File: src/rtl/spi_cmd_ctrl.sv
// spi_cmd_ctrl: SPI-slave command decoder for the analog front-end.
// Oversamples the host SPI pins in the clk_12mhz domain, decodes 2-byte
// (command, data) frames, drives selector/device-select/relay lines and
// streams a {count_p,count_m} snapshot on spi_miso for the read command.
// Optional feature macro: SPI_CTRL_WDOG_EN (stalled-frame watchdog).
module spi_cmd_ctrl #(
  parameter int CNT_W     = 24,
  parameter int SEL_W     = 4,
  parameter int RLY_PULSE = 12000
`ifdef SPI_CTRL_WDOG_EN
  , parameter int WDOG_CYC = 120000
`endif
) (
  input  logic             clk_12mhz,
  input  logic             rst,
  input  logic             spi_clk,
  input  logic             spi_cs,
  input  logic             spi_mosi,
  output logic             spi_miso,
  input  logic [CNT_W-1:0] count_p,
  input  logic [CNT_W-1:0] count_m,
  output logic [SEL_W-1:0] input_sel,
  output logic [SEL_W-1:0] mu_sel,
  output logic [SEL_W-1:0] avk_sel,
  output logic [SEL_W-1:0] fil1_sel,
  output logic [SEL_W-1:0] fil2_sel,
  output logic             comp1_cs,
  output logic             comp2_cs,
  output logic             relay_cs,
  output logic             relay_reset,
  output logic             frame_err
);
  localparam int RD_W  = 2 * CNT_W;
  localparam int CW    = $clog2(RD_W + 1);
  localparam int RLY_W = $clog2(RLY_PULSE + 1);
`ifdef SPI_CTRL_WDOG_EN
  localparam int WD_W  = $clog2(WDOG_CYC + 1);
`endif

  typedef enum logic [2:0] {S_IDLE, S_CMD, S_DATA, S_EXEC, S_READ, S_WAITCS} state_t;

  // [0],[1] form the synchroniser; [2] is the previous synced value for edges
  logic [2:0] sclk_sync_q, cs_sync_q;
  logic [1:0] mosi_sync_q;

  state_t                   state_q, state_d;
  logic [CW-1:0]            cnt_q, cnt_d;
  logic [7:0]               sh_q, sh_d;
  logic [7:0]               cmd_q, cmd_d;
  logic [RD_W-1:0]          rd_sh_q, rd_sh_d;
  logic [4:0][SEL_W-1:0]    shadow_q, shadow_d, sel_q, sel_d;
  logic [2:0]               dcs_q, dcs_d;
  logic                     err_q, err_d;
  logic [RLY_W-1:0]         rly_q, rly_d;
  logic                     rly_out_q, rly_out_d;
`ifdef SPI_CTRL_WDOG_EN
  logic [WD_W-1:0]          wdog_q, wdog_d;
`endif

  logic sclk_rise, sclk_fall, cs_fall, cs_rise, cs_s, mosi_s;
  logic [7:0] byte_in;

  assign sclk_rise = sclk_sync_q[1] & ~sclk_sync_q[2];
  assign sclk_fall = ~sclk_sync_q[1] & sclk_sync_q[2];
  assign cs_s      = cs_sync_q[1];
  assign cs_fall   = ~cs_sync_q[1] & cs_sync_q[2];
  assign cs_rise   = cs_sync_q[1] & ~cs_sync_q[2];
  assign mosi_s    = mosi_sync_q[1];
  assign byte_in   = {sh_q[6:0], mosi_s};

  // Pin synchronisers; cs resets high so no false frame start is seen
  always_ff @(posedge clk_12mhz or negedge rst) begin
    if (!rst) begin
      sclk_sync_q <= '0;
      cs_sync_q   <= '1;
      mosi_sync_q <= '0;
    end else begin
      sclk_sync_q <= {sclk_sync_q[1:0], spi_clk};
      cs_sync_q   <= {cs_sync_q[1:0], spi_cs};
      mosi_sync_q <= {mosi_sync_q[0], spi_mosi};
    end
  end

  // Frame FSM, command execution, readback shifter and relay pulse timer
  always_comb begin
    state_d   = state_q;
    cnt_d     = cnt_q;
    sh_d      = sh_q;
    cmd_d     = cmd_q;
    rd_sh_d   = rd_sh_q;
    shadow_d  = shadow_q;
    sel_d     = sel_q;
    dcs_d     = dcs_q;
    err_d     = err_q;
    rly_d     = (rly_q != '0) ? rly_q - 1'b1 : rly_q;
`ifdef SPI_CTRL_WDOG_EN
    wdog_d    = (sclk_rise || sclk_fall || cs_fall) ? '0 :
                (wdog_q != WD_W'(WDOG_CYC)) ? wdog_q + 1'b1 : wdog_q;
`endif
    // The falling edge that closes the command byte is skipped (cnt==0) so
    // the snapshot MSB is what the host samples on the first data rise.
    if (sclk_fall && ((state_q == S_READ && cnt_q != '0) || state_q == S_WAITCS))
      rd_sh_d = {rd_sh_q[RD_W-2:0], 1'b0};

    case (state_q)
      S_IDLE: begin
        rd_sh_d = '0;
        if (cs_fall) begin
          state_d = S_CMD;
          cnt_d   = '0;
        end
      end
      S_CMD: begin
        if (cs_rise) begin
          state_d = S_IDLE;
          if (cnt_q != '0) err_d = 1'b1;
        end else if (sclk_rise) begin
          sh_d  = byte_in;
          cnt_d = cnt_q + 1'b1;
          if (cnt_q == CW'(7)) begin
            cnt_d = '0;
            cmd_d = byte_in;
            if (byte_in == 8'h05) begin
              state_d = S_READ;
              rd_sh_d = {count_p, count_m};
            end else begin
              state_d = S_DATA;
            end
          end
        end
      end
      S_DATA: begin
        if (cs_rise) begin
          state_d = S_IDLE;
          err_d   = 1'b1;
        end else if (sclk_rise) begin
          sh_d  = byte_in;
          cnt_d = cnt_q + 1'b1;
          if (cnt_q == CW'(7)) state_d = S_EXEC;
        end
      end
      S_EXEC: begin
        state_d = S_WAITCS;
        case (cmd_q)
          8'h01: begin
            if (sh_q[7:4] >= 4'd1 && sh_q[7:4] <= 4'd5) begin
              for (int i = 0; i < 5; i++)
                if (sh_q[7:4] == 4'(i + 1)) shadow_d[i] = SEL_W'(sh_q[3:0]);
            end else begin
              err_d = 1'b1;
            end
          end
          8'h02: sel_d = shadow_q;
          8'h03: begin
            case (sh_q)
              8'h01:   dcs_d = 3'b001;
              8'h02:   dcs_d = 3'b010;
              8'h03:   dcs_d = 3'b100;
              8'h04:   rly_d = RLY_W'(RLY_PULSE);
              8'h0F:   dcs_d = 3'b000;
              default: err_d = 1'b1;
            endcase
          end
          8'h04:   err_d = 1'b0;
          default: err_d = 1'b1;
        endcase
      end
      S_READ: begin
        if (cs_rise) begin
          state_d = S_IDLE;
          err_d   = 1'b1;
        end else if (sclk_rise) begin
          cnt_d = cnt_q + 1'b1;
          if (cnt_q == CW'(RD_W - 1)) state_d = S_WAITCS;
        end
      end
      S_WAITCS: if (cs_s) state_d = S_IDLE;
      default:  state_d = S_IDLE;
    endcase

`ifdef SPI_CTRL_WDOG_EN
    // Stalled frame: abandon it without writing anything
    if ((state_q == S_CMD || state_q == S_DATA || state_q == S_READ) && !cs_s &&
        !sclk_rise && !sclk_fall && wdog_q == WD_W'(WDOG_CYC)) begin
      state_d  = S_WAITCS;
      err_d    = 1'b1;
      shadow_d = shadow_q;
      sel_d    = sel_q;
      dcs_d    = dcs_q;
    end
`endif
    rly_out_d = (rly_d != '0);
  end

  // State and datapath registers
  always_ff @(posedge clk_12mhz or negedge rst) begin
    if (!rst) begin
      state_q   <= S_IDLE;
      cnt_q     <= '0;
      sh_q      <= '0;
      cmd_q     <= '0;
      rd_sh_q   <= '0;
      shadow_q  <= '0;
      sel_q     <= '0;
      dcs_q     <= '0;
      err_q     <= 1'b0;
      rly_q     <= '0;
      rly_out_q <= 1'b0;
`ifdef SPI_CTRL_WDOG_EN
      wdog_q    <= '0;
`endif
    end else begin
      state_q   <= state_d;
      cnt_q     <= cnt_d;
      sh_q      <= sh_d;
      cmd_q     <= cmd_d;
      rd_sh_q   <= rd_sh_d;
      shadow_q  <= shadow_d;
      sel_q     <= sel_d;
      dcs_q     <= dcs_d;
      err_q     <= err_d;
      rly_q     <= rly_d;
      rly_out_q <= rly_out_d;
`ifdef SPI_CTRL_WDOG_EN
      wdog_q    <= wdog_d;
`endif
    end
  end

  assign spi_miso    = rd_sh_q[RD_W-1];
  assign input_sel   = sel_q[0];
  assign mu_sel      = sel_q[1];
  assign avk_sel     = sel_q[2];
  assign fil1_sel    = sel_q[3];
  assign fil2_sel    = sel_q[4];
  assign comp1_cs    = dcs_q[0];
  assign comp2_cs    = dcs_q[1];
  assign relay_cs    = dcs_q[2];
  assign relay_reset = rly_out_q;
  assign frame_err   = err_q;
endmodule

File: config.mk
export PLATFORM = sky130hd
export DESIGN_NAME = spi_cmd_ctrl
export DESIGN_NICKNAME = d
export VERILOG_FILES = /design/src/rtl/spi_cmd_ctrl.sv
export SDC_FILE = /design/constraint.sdc
export NUM_CORES = 1
export LEC_CHECK = 0
export ABC_AREA = 1
export CAP_MARGIN = 20
export CORE_ASPECT_RATIO = 1.1
export CORE_UTILIZATION = 40
export CTS_CLUSTER_DIAMETER = 40
export DETAILED_ROUTE_END_ITERATION = 10
export GPL_TIMING_DRIVEN = 1
export HOLD_SLACK_MARGIN = 0.15
export SYNTH_ARGS = -nofsm -noshare
export SYNTH_HDL_FRONTEND = slang
export SYNTH_SLANG_ARGS = --single-unit
File: constraint.sdc
create_clock -name clk_12mhz -period 2.5 [get_ports clk_12mhz]
set_input_delay 0.25 -clock clk_12mhz [delete_from_list [all_inputs] [get_ports clk_12mhz]]
set_output_delay 0.25 -clock clk_12mhz [all_outputs]
set_load 0.01 [all_outputs]
* After elaboration in Yosys (flattened, before gate mapping)
Index checks and enable logic that the tools add are counted.
W data, S select, Z words.
** Storage, ports and cells
- Input port bits :: 53
- Flip-flop bits (word level) :: 140
** Cells by class
- Reductions and logical operators :: 26
- $lt $le $gt $ge :: 2
- Eq/ne operators :: 40
- Multiplexer cells :: 38
- $add $sub $neg :: 2
- Bitwise gates (word level) :: 9
** Operator list (number)
- $mux W48 :: 5
- $pmux W48 S2 :: 1
- $mux W14 :: 4
- $mux W3 :: 12
- $mux W6 :: 6
- $eq A8 B2 Y1 const B :: 4
- $reduce_bool A14 Y1 :: 2
- $eq A8 B3 Y1 const B :: 3
- $reduce_and A4 Y1 :: 6
- $ne A3 B3 Y1 const B :: 7
- $pmux W3 S6 :: 1
- $pmux W6 S3 :: 1
- $eq A8 B1 Y1 const B :: 2
- $ne A2 B2 Y1 const B :: 8
- $sub A14 B1 Y14 const B :: 1
- $pmux W3 S4 :: 1
- $eq A4 B2 Y1 const B :: 2
- $eq A4 B3 Y1 const B :: 2
- $eq A8 B4 Y1 const B :: 1
- $reduce_and A8 Y1 :: 1
- $reduce_and A7 Y1 :: 1
- $add A6 B1 Y6 const B :: 1
- $eq A3 B2 Y1 const B :: 2
- $eq A3 B3 Y1 const B :: 2
- other kinds (24) :: 41

* Depth between registers and ports, before layout
Gate-level depths: netlist of run 1.
- Word-level depth :: 10
- Gate-level depth with buffers :: 13
- Mapped depth without buffers :: 13

* Least setup slack after synthesis of run 1
Ideal clock, no wire load.
- Path kind :: register to register
- Start :: reg rly_q[0]
- End :: reg rly_out_q (netlist: relay_reset)
- Cell stages (with the launch flop) :: 12
- Clock period less this slack :: 1686 ps
- Setup slack :: 814 ps
- Buffers on the path :: 0
- Data arrival time :: 1561 ps
- Cells stage by stage :: dfrtp_1 > inv_1 > ha_1 > nand2_1 > nor2_2 > nand4_2 > nand3_1 > nand2_1 > nor2_1 > nand2_1 > nor2_1 > nand3_1
** Between the ends
- Cells in the longest elaborated chain, start to end :: 6
** Ends and longest elaborated chain
- start, declared :: line 54 : logic [RLY_W-1:0] rly_q, rly_d;
- start signal, assigned :: line 222 : rly_q <= rly_d;
- $sub A14 B1 Y14 / $reduce_bool A14 Y1 (equally long branches) :: line 95 : rly_d = (rly_q != '0) ? rly_q - 1'b1 : rly_q;
- $mux W14 (*) :: line 95
- $mux W14 :: line 155 : case (sh_q)
- $mux W14 :: line 144 : case (cmd_q)
- $mux W14 (*) :: line 105 : case (state_q)
- $reduce_bool A14 Y1 (*) :: line 192 : rly_out_d = (rly_d != '0);
- named net rly_out_d :: line 55 : logic rly_out_q, rly_out_d;
- end signal, assigned :: line 223 : rly_out_q <= rly_out_d;
- end, declared :: line 55
Mark *: on every way through the listed nets, which the timed path passes. The rest lies on a longest branch.
A chain may end at the register's enable or synchronous reset.

* Final worst setup path of run 1
- Start :: reg rly_q[0]
- End :: reg rly_out_q (netlist: relay_reset)
** Between the ends
- Cells in the longest elaborated chain, start to end :: 6
** Ends and longest elaborated chain (line)
- $sub A14 B1 Y14 / $reduce_bool A14 Y1 (equally long branches) :: 95
- $mux W14 (*) :: 95
- $mux W14 :: 155
- $mux W14 :: 144
- $mux W14 (*) :: 105
- named net rly_d[5] :: 54
- $reduce_bool A14 Y1 (*) :: 192
- named net rly_out_d :: 55
Marks and branches as above.

==> out/metrics.yaml, run 1 <==
worst_path_max_delay_cell: "dfrtp_1"
clk_path_buf_depth: 2
ys.flop_type: "dfrtp_1"
firstDrtPassIters: 4
r2r_start: "rly_q[0]"
clockPowerShare_pct: 39.3
syn-cell-area_um2: 6960
critPathKind: "reg -> reg"
cts.clk_slew.worst_paths_ps: 60
p_int_mw: 4.56
finalNetCount: 935
slowest_delay_ps: 380
drive_gt1_share_pct: 13.6
numCtsBuffers: 17
yosys-top-cells-area: "dfrtp_1 (49%), nand2_1 (14%), inv_1 (5.3%)"
dp_worst_setup_slack_ps: 501
status: "completed"
timing.rr.end: "relay_reset"
hold_path.startpoint: "spi_cs"
cpMostUsedCell: "nand3_1"
cp.required_ps: 2800
holdPathEnd: "cs_sync_q[0]"
p_leak_nw: 4.42
synth_nets: 854
critPathLaunch: "rly_q[0]"
placed_area_um2: 7990
io_pins: 79
yosys.area.top_type: "dfrtp_1"
syn_avg_cell_area_um2: 8.72
globalRouteOverflowTotal: 0
drtAntennaViolNets: 0
multi_input_area_um2: 2880
root_buffer: "clkbuf_16"
synth_common_cells: "nand2_1 (258), dfrtp_1 (137), inv_1 (98), o21ai_0 (57), nor2_1 (54)"
worstPathMaxFanout: 9
routed-via-count: 5312
combPwrFrac_pct: 22.0
clkSinkCount: 140
tritoncts: "yes"
period_needed_ps: 2010
seqPwrFrac_pct: 38.7
ff2ff_setup_slack_ps: 490
crit_chain: "inv_1 > ha_1 > nand2_1 > nor2_2 > nand4_2 > nand3_1 > nand3_1 > inv_1 > nand2_1 > nor2_1 > nand3_1"
dp_hpwl_um: 10400
slew_headroom_pct: 56.2
grt_antenna_before_repair: 0
drt_iter0_drc: 303
finalWirelength_um: 15100
power.density_nw_per_um2: 786
grtUsageTotal_pct: 18.0
post_cts_resized: 0
hold_ws_ps: 236
clock.fmax_ghz: 0.496
setup_slack_ps: 485
async_reset_ff_share_pct: 100
ys_seq_area_share_pct: 50.4
core_region_area_um2: 17000
gp_congestion: 0.809
wl_per_cell_um: 13.4
rsz0062_at_grt: "false"
yosys_warnings: 0
tightest_slew_ps: 657
fp.dieH_um: 140
htreeDepth: 4
synthCells: 798
worstHoldPathCells: 1
slew_violations: 0
rows: 50
die-area_um2: 17900
post_cts_buffers: 0
area_growth_pct: 23.9
num-fill-cells: 1625
swShare_pct: 32.6
finalSetupTns_ps: 0
drv_cap: 0
regArea_um2: 3510
hold_buffers: 1
synth_top_area_share_pct: 49.3
end_kind: "register"
synth.most_common_cell: "nand2_1"
path_buf_inv: 2
clock_latency_ps: 420
die_width_um: 128
grt_pass1_vias: 5061
hold_viol: 0
p_switching_mw: 2.21
initial_utilization_pct: 40.9
via_per_inst: 4.72
path_delay_family: "simple AND/OR/NAND/NOR gates"
finalSetupViolations: 0
vdd_ir_drop_max_v: 0.000528
grt_max_degree: 57
hold_path.class: "in -> reg"
drc_errors: 0
post-route-period-util_pct: 80.6
fin_area_um2: 8620
grt_pass1_wl_um: 25300
postLayoutCoreUtil_pct: 50.7
synth_edf_count: 0
diodes: 0
cp.arrival_ps: 2320
synth_cell_type_count: 39
cp-start-kind: "register"
finalClockSkew_ps: 11.0
portBuffers: 78
r2r_cells: 11
ys_ff_latch: 140
## power by group through the flow
stage | clock network (mW) | logic, mW | registers [mW]
2_1_floorplan | 0 | 1.10 | 2.62
3_3_place_gp | 0 | 1.48 | 2.66
3_5_place_dp | 0 | 1.49 | 2.66
4_1_cts | 2.71 | 1.50 | 2.62
5_1_grt | 2.80 | 1.68 | 2.65
6_report | 2.66 | 1.49 | 2.62
## state kept, by name, indices dropped and copies added, names as in the netlist
| signal | cells |
|---|---|
| avk_sel | 4 |
| state_q | 3 |
| relay_reset | 1 |
| mu_sel | 4 |
| frame_err | 1 |
| cmd_q | 8 |
| cnt_q | 6 |
| rd_sh_q | 48 |
| fil1_sel | 4 |
| shadow_q | 20 |
| sclk_sync_q | 3 |
| cs_sync_q | 3 |
| input_sel | 4 |
| sh_q | 8 |
| fil2_sel | 4 |
| mosi_sync_q | 2 |
| dcs_q | 3 |
| rly_q | 14 |
## worst max-delay path by stage
stage                     slack (ps)           to  cells after the start
final                            490  relay_reset                     11
after global routing             280  rd_sh_q[36]                     11
after CTS                        480   rd_sh_q[8]                     11
after detailed placement         500   rd_sh_q[8]                     11
after global placement           510   rd_sh_q[8]                     11
after floorplan                  810  relay_reset                     11
## through the flow
stage          power (mW)  cells
2_1_floorplan        3.72    798
3_3_place_gp         4.14   1093
5_1_grt              7.13   1126
6_report             6.77   1126
3_5_place_dp         4.15   1093
4_1_cts              6.83   1126
## cells by family after synthesis
family	after synthesis	synth area share (%)
multiplexers	20	4.32
buffers and inverters	129	8.44
adder cells (fa/ha/maj)	3	0.540
AO/OA/AOI/OAI	123	12.6
flip-flops	140	50.4
XOR/XNOR	3	0.378
AND/OR/NAND/NOR	380	23.4
## final cells by class
cell class | count | share of cell area [%]
Clock buffer | 18 | 5.10
Clock inverter | 14 | 2.15
Inverter | 104 | 4.53
Multi-Input combinational cell | 529 | 33.4
Sequential cell | 140 | 40.7
Tap cell | 234 | 3.40
Timing Repair Buffer | 87 | 10.8
## layout by cell type (no fill, tap or decap), drive strengths merged, types with 18 or more instances in the layout
cell / netlist / routed
clkdlybuf4s50: 0 / 77
mux2: 20 / 20
nand3: 37 / 37
nand2: 260 / 260
clkbuf: 6 / 18
o21ai: 66 / 66
inv: 103 / 107
nor2: 61 / 61
o211ai: 34 / 34
dfrtp: 137 / 137
## per-layer routing
layer  global-route usage, %  vias to the layer above  part of all wire, %
met5                       0                        -                    0
met4                    7.00                        0                  1.9
met3                    3.82                       23                  3.5
met2                    26.5                       87                   45
met1                    25.8                     2483                   50
li1                        -                     2719                    -
Note: power is estimated with default switching activity, not from simulation.
==> run 2, diff against run 1 <==
==> constraint.sdc (replaced) <==
create_clock -name clk_12mhz -period 1.7 [get_ports clk_12mhz]
set_input_delay 0.17 -clock clk_12mhz [delete_from_list [all_inputs] [get_ports clk_12mhz]]
set_output_delay 0.17 -clock clk_12mhz [all_outputs]
set_load 0.01 [all_outputs]
==> out/metrics.yaml, run 2 (same netlist as run 1, synthesis figures left out) <==
end_kind: "register"
placed_area_um2: 8670  # +8.5%
cts.clk_slew.worst_paths_ps: 70  # about the same
rows: 50  # unchanged
status: "finished, violations left"
finalNetCount: 1043  # +12%
r2r_start: "cnt_q[0]"
finalSetupViolations: 49  # +49
path_buf_inv: 5  # +3
slew_headroom_pct: 70.6  # +14 points
drc_errors: 0  # unchanged
grt_pass1_wl_um: 28200  # +12%
hold_ws_ps: 175  # -60.9 ps
path_depth: 13  # +2
firstDrtPassIters: 4  # unchanged
critPathLaunch: "cnt_q[0]"
cp-endpoint: "rd_sh_q[8]"
timing.rr.end: "rd_sh_q[8]"
post-route-period-util_pct: 112  # +32 points
clock_latency_ps: 430  # about the same
grt_pass1_vias: 5784  # +14%
routed-via-count: 5920  # +11%
finalWirelength_um: 17600  # +16%
setup_slack_ps: -210  # -695 ps
period_needed_ps: 1910  # -105 ps
via_per_inst: 4.80  # +1.7%
worst_path_max_delay_cell: "dfrtp_1"
htreeDepth: 4  # unchanged
area_growth_pct: 46.9
path_delay_family: "simple AND/OR/NAND/NOR gates"
worstPathMaxFanout: 7  # -2
mostFrequentLayoutCell: "nand2_1"
ff2ff_setup_slack_ps: -210  # -690 ps
critPathKind: "reg -> reg"
cp.required_ps: 2070  # -730 ps
gp_congestion: 0.829  # +2.5%
grt_antenna_before_repair: 0  # unchanged
root_buffer: "clkbuf_16"
largest_reg_flops: 48  # unchanged
fp.dieH_um: 140  # unchanged
drive_gt1_share_pct: 34.4  # +21 points
largestRegisters: "rd_sh_q: 48 flops, shadow_q: 20 flops, rly_q: 14 flops"
cp-start-kind: "register"
tightest_slew_ps: 441  # -215 ps
io_pins: 79  # unchanged
tritoncts: "yes"
top_register: "rd_sh_q"
hold_path.class: "in -> reg"
power.density_nw_per_um2: 1070  # +36%
die-area_um2: 17900  # unchanged
drt_iter0_drc: 284  # -6.3%
hold_viol: 0  # unchanged
vdd_ir_drop_max_v: 0.000737  # +40%
diodes: 0  # unchanged
crit_chain: "buf_6 > ha_4 > nand2_4 > inv_2 > nand4_1 > nor2_2 > buf_4 > nand2_4 > nor2_4 > buf_6 > clkbuf_16 > nand2_1 > nand2_1"
drv_cap: 0  # unchanged
fin_area_um2: 10200  # +19%
num-fill-cells: 1476  # -9.2%
grt_max_degree: 46  # -19%
finalSetupTns_ps: -8540  # -8540 ps
slew_violations: 0  # unchanged
rsz0062_at_grt: "true"
core_region_area_um2: 17000  # unchanged
drtAntennaViolNets: 0  # unchanged
die_width_um: 128  # unchanged
violations: "negative setup slack"
clkSinkCount: 140  # unchanged
slowest_delay_ps: 380  # about the same
initial_utilization_pct: 40.9  # unchanged
final_cell_mix: "nand2_1 (178), dfrtp_1 (136), inv_1 (92), buf_4 (88), clkdlybuf4s50_1 (77)"
finalClockSkew_ps: 11.8  # +0.799 ps
clock.fmax_ghz: 0.524  # +5.5%
numCtsBuffers: 17  # unchanged
r2r_cells: 13  # +2
grtUsageTotal_pct: 20.3  # +2.3 points
cp.arrival_ps: 2280  # -40 ps
dp_hpwl_um: 11100  # +6.8%
portBuffers: 78  # unchanged
globalRouteOverflowTotal: 0  # unchanged
p_leak_nw: 5.26  # +19%
clk_path_buf_depth: 2  # unchanged
wl_per_cell_um: 14.2  # +6.2%
[run 2: changes by cell type in the layout (fill, tap and decap cells not counted), sizes merged]
cell	previous run	this run
clkinv	5	3
dlygate4sd3	1	2
clkbuf	18	20
clkinvlp	3	2
inv	107	113
buf	9	113
bufinv	3	1
[run 2: worst min-delay path by stage]
stage	from	end	slack (ps)	cells after the start
floorplan	rst	avk_sel[0]	-130	0
global placement	rst	rd_sh_q[24]	130	1
detailed placement	rst	rd_sh_q[24]	130	1
CTS	spi_mosi	mosi_sync_q[0]	160	1
global route	spi_mosi	mosi_sync_q[0]	180	1
finish	spi_mosi	mosi_sync_q[0]	180	1
[run 2: power by group]
| group | switching (mW) | internal, mW |
|---|---|---|
| registers | 0.226 | 3.60 |
| logic | 1.90 | 1.44 |
| clock network | 1.64 | 2.09 |
| total | 3.76 | 7.13 |
[run 2: stage by stage]
stage	cells	power (mW)	util, %	setup slack [ps]
3_5_place_dp	1177	6.65	50.9	-110
6_report	1234	10.9	60.1	-210
2_1_floorplan	798	5.47	-	13.6
5_1_grt	1234	11.5	60.1	-309
3_3_place_gp	1177	6.63	50.9	-82.7
4_1_cts	1227	10.8	57.3	-107
[run 2: metal layers]
metal | vias to the layer above | wire, µm | GRT usage [%]
met5 | - | 0 | 0
met4 | 0 | 276 | 7.55
met3 | 23 | 622 | 3.78
met2 | 112 | 8670 | 31.9
met1 | 2825 | 8010 | 27.8
li1 | 2960 | - | -
[run 2: what timing repair did]
item	in CTS	in global routing
pin swaps	15	26
gates cloned	6	4
endpoints found under the hold margin	141	0
hold buffers	2	0
setup endpoints to repair	56	82
gates resized for setup	69	111
buffers inserted	10	4
[run 2: area by class of cell]
type                            count  area [µm²]  share of cell area [%]
Clock inverter                     15         168                    1.64
Multi-Input combinational cell    529        3430                    33.5
Tap cell                          234         293                    2.86
Timing Repair Buffer              195        2010                    19.7
Clock buffer                       17         425                    4.16
Sequential cell                   140        3510                    34.3
Inverter                          104         390                    3.82
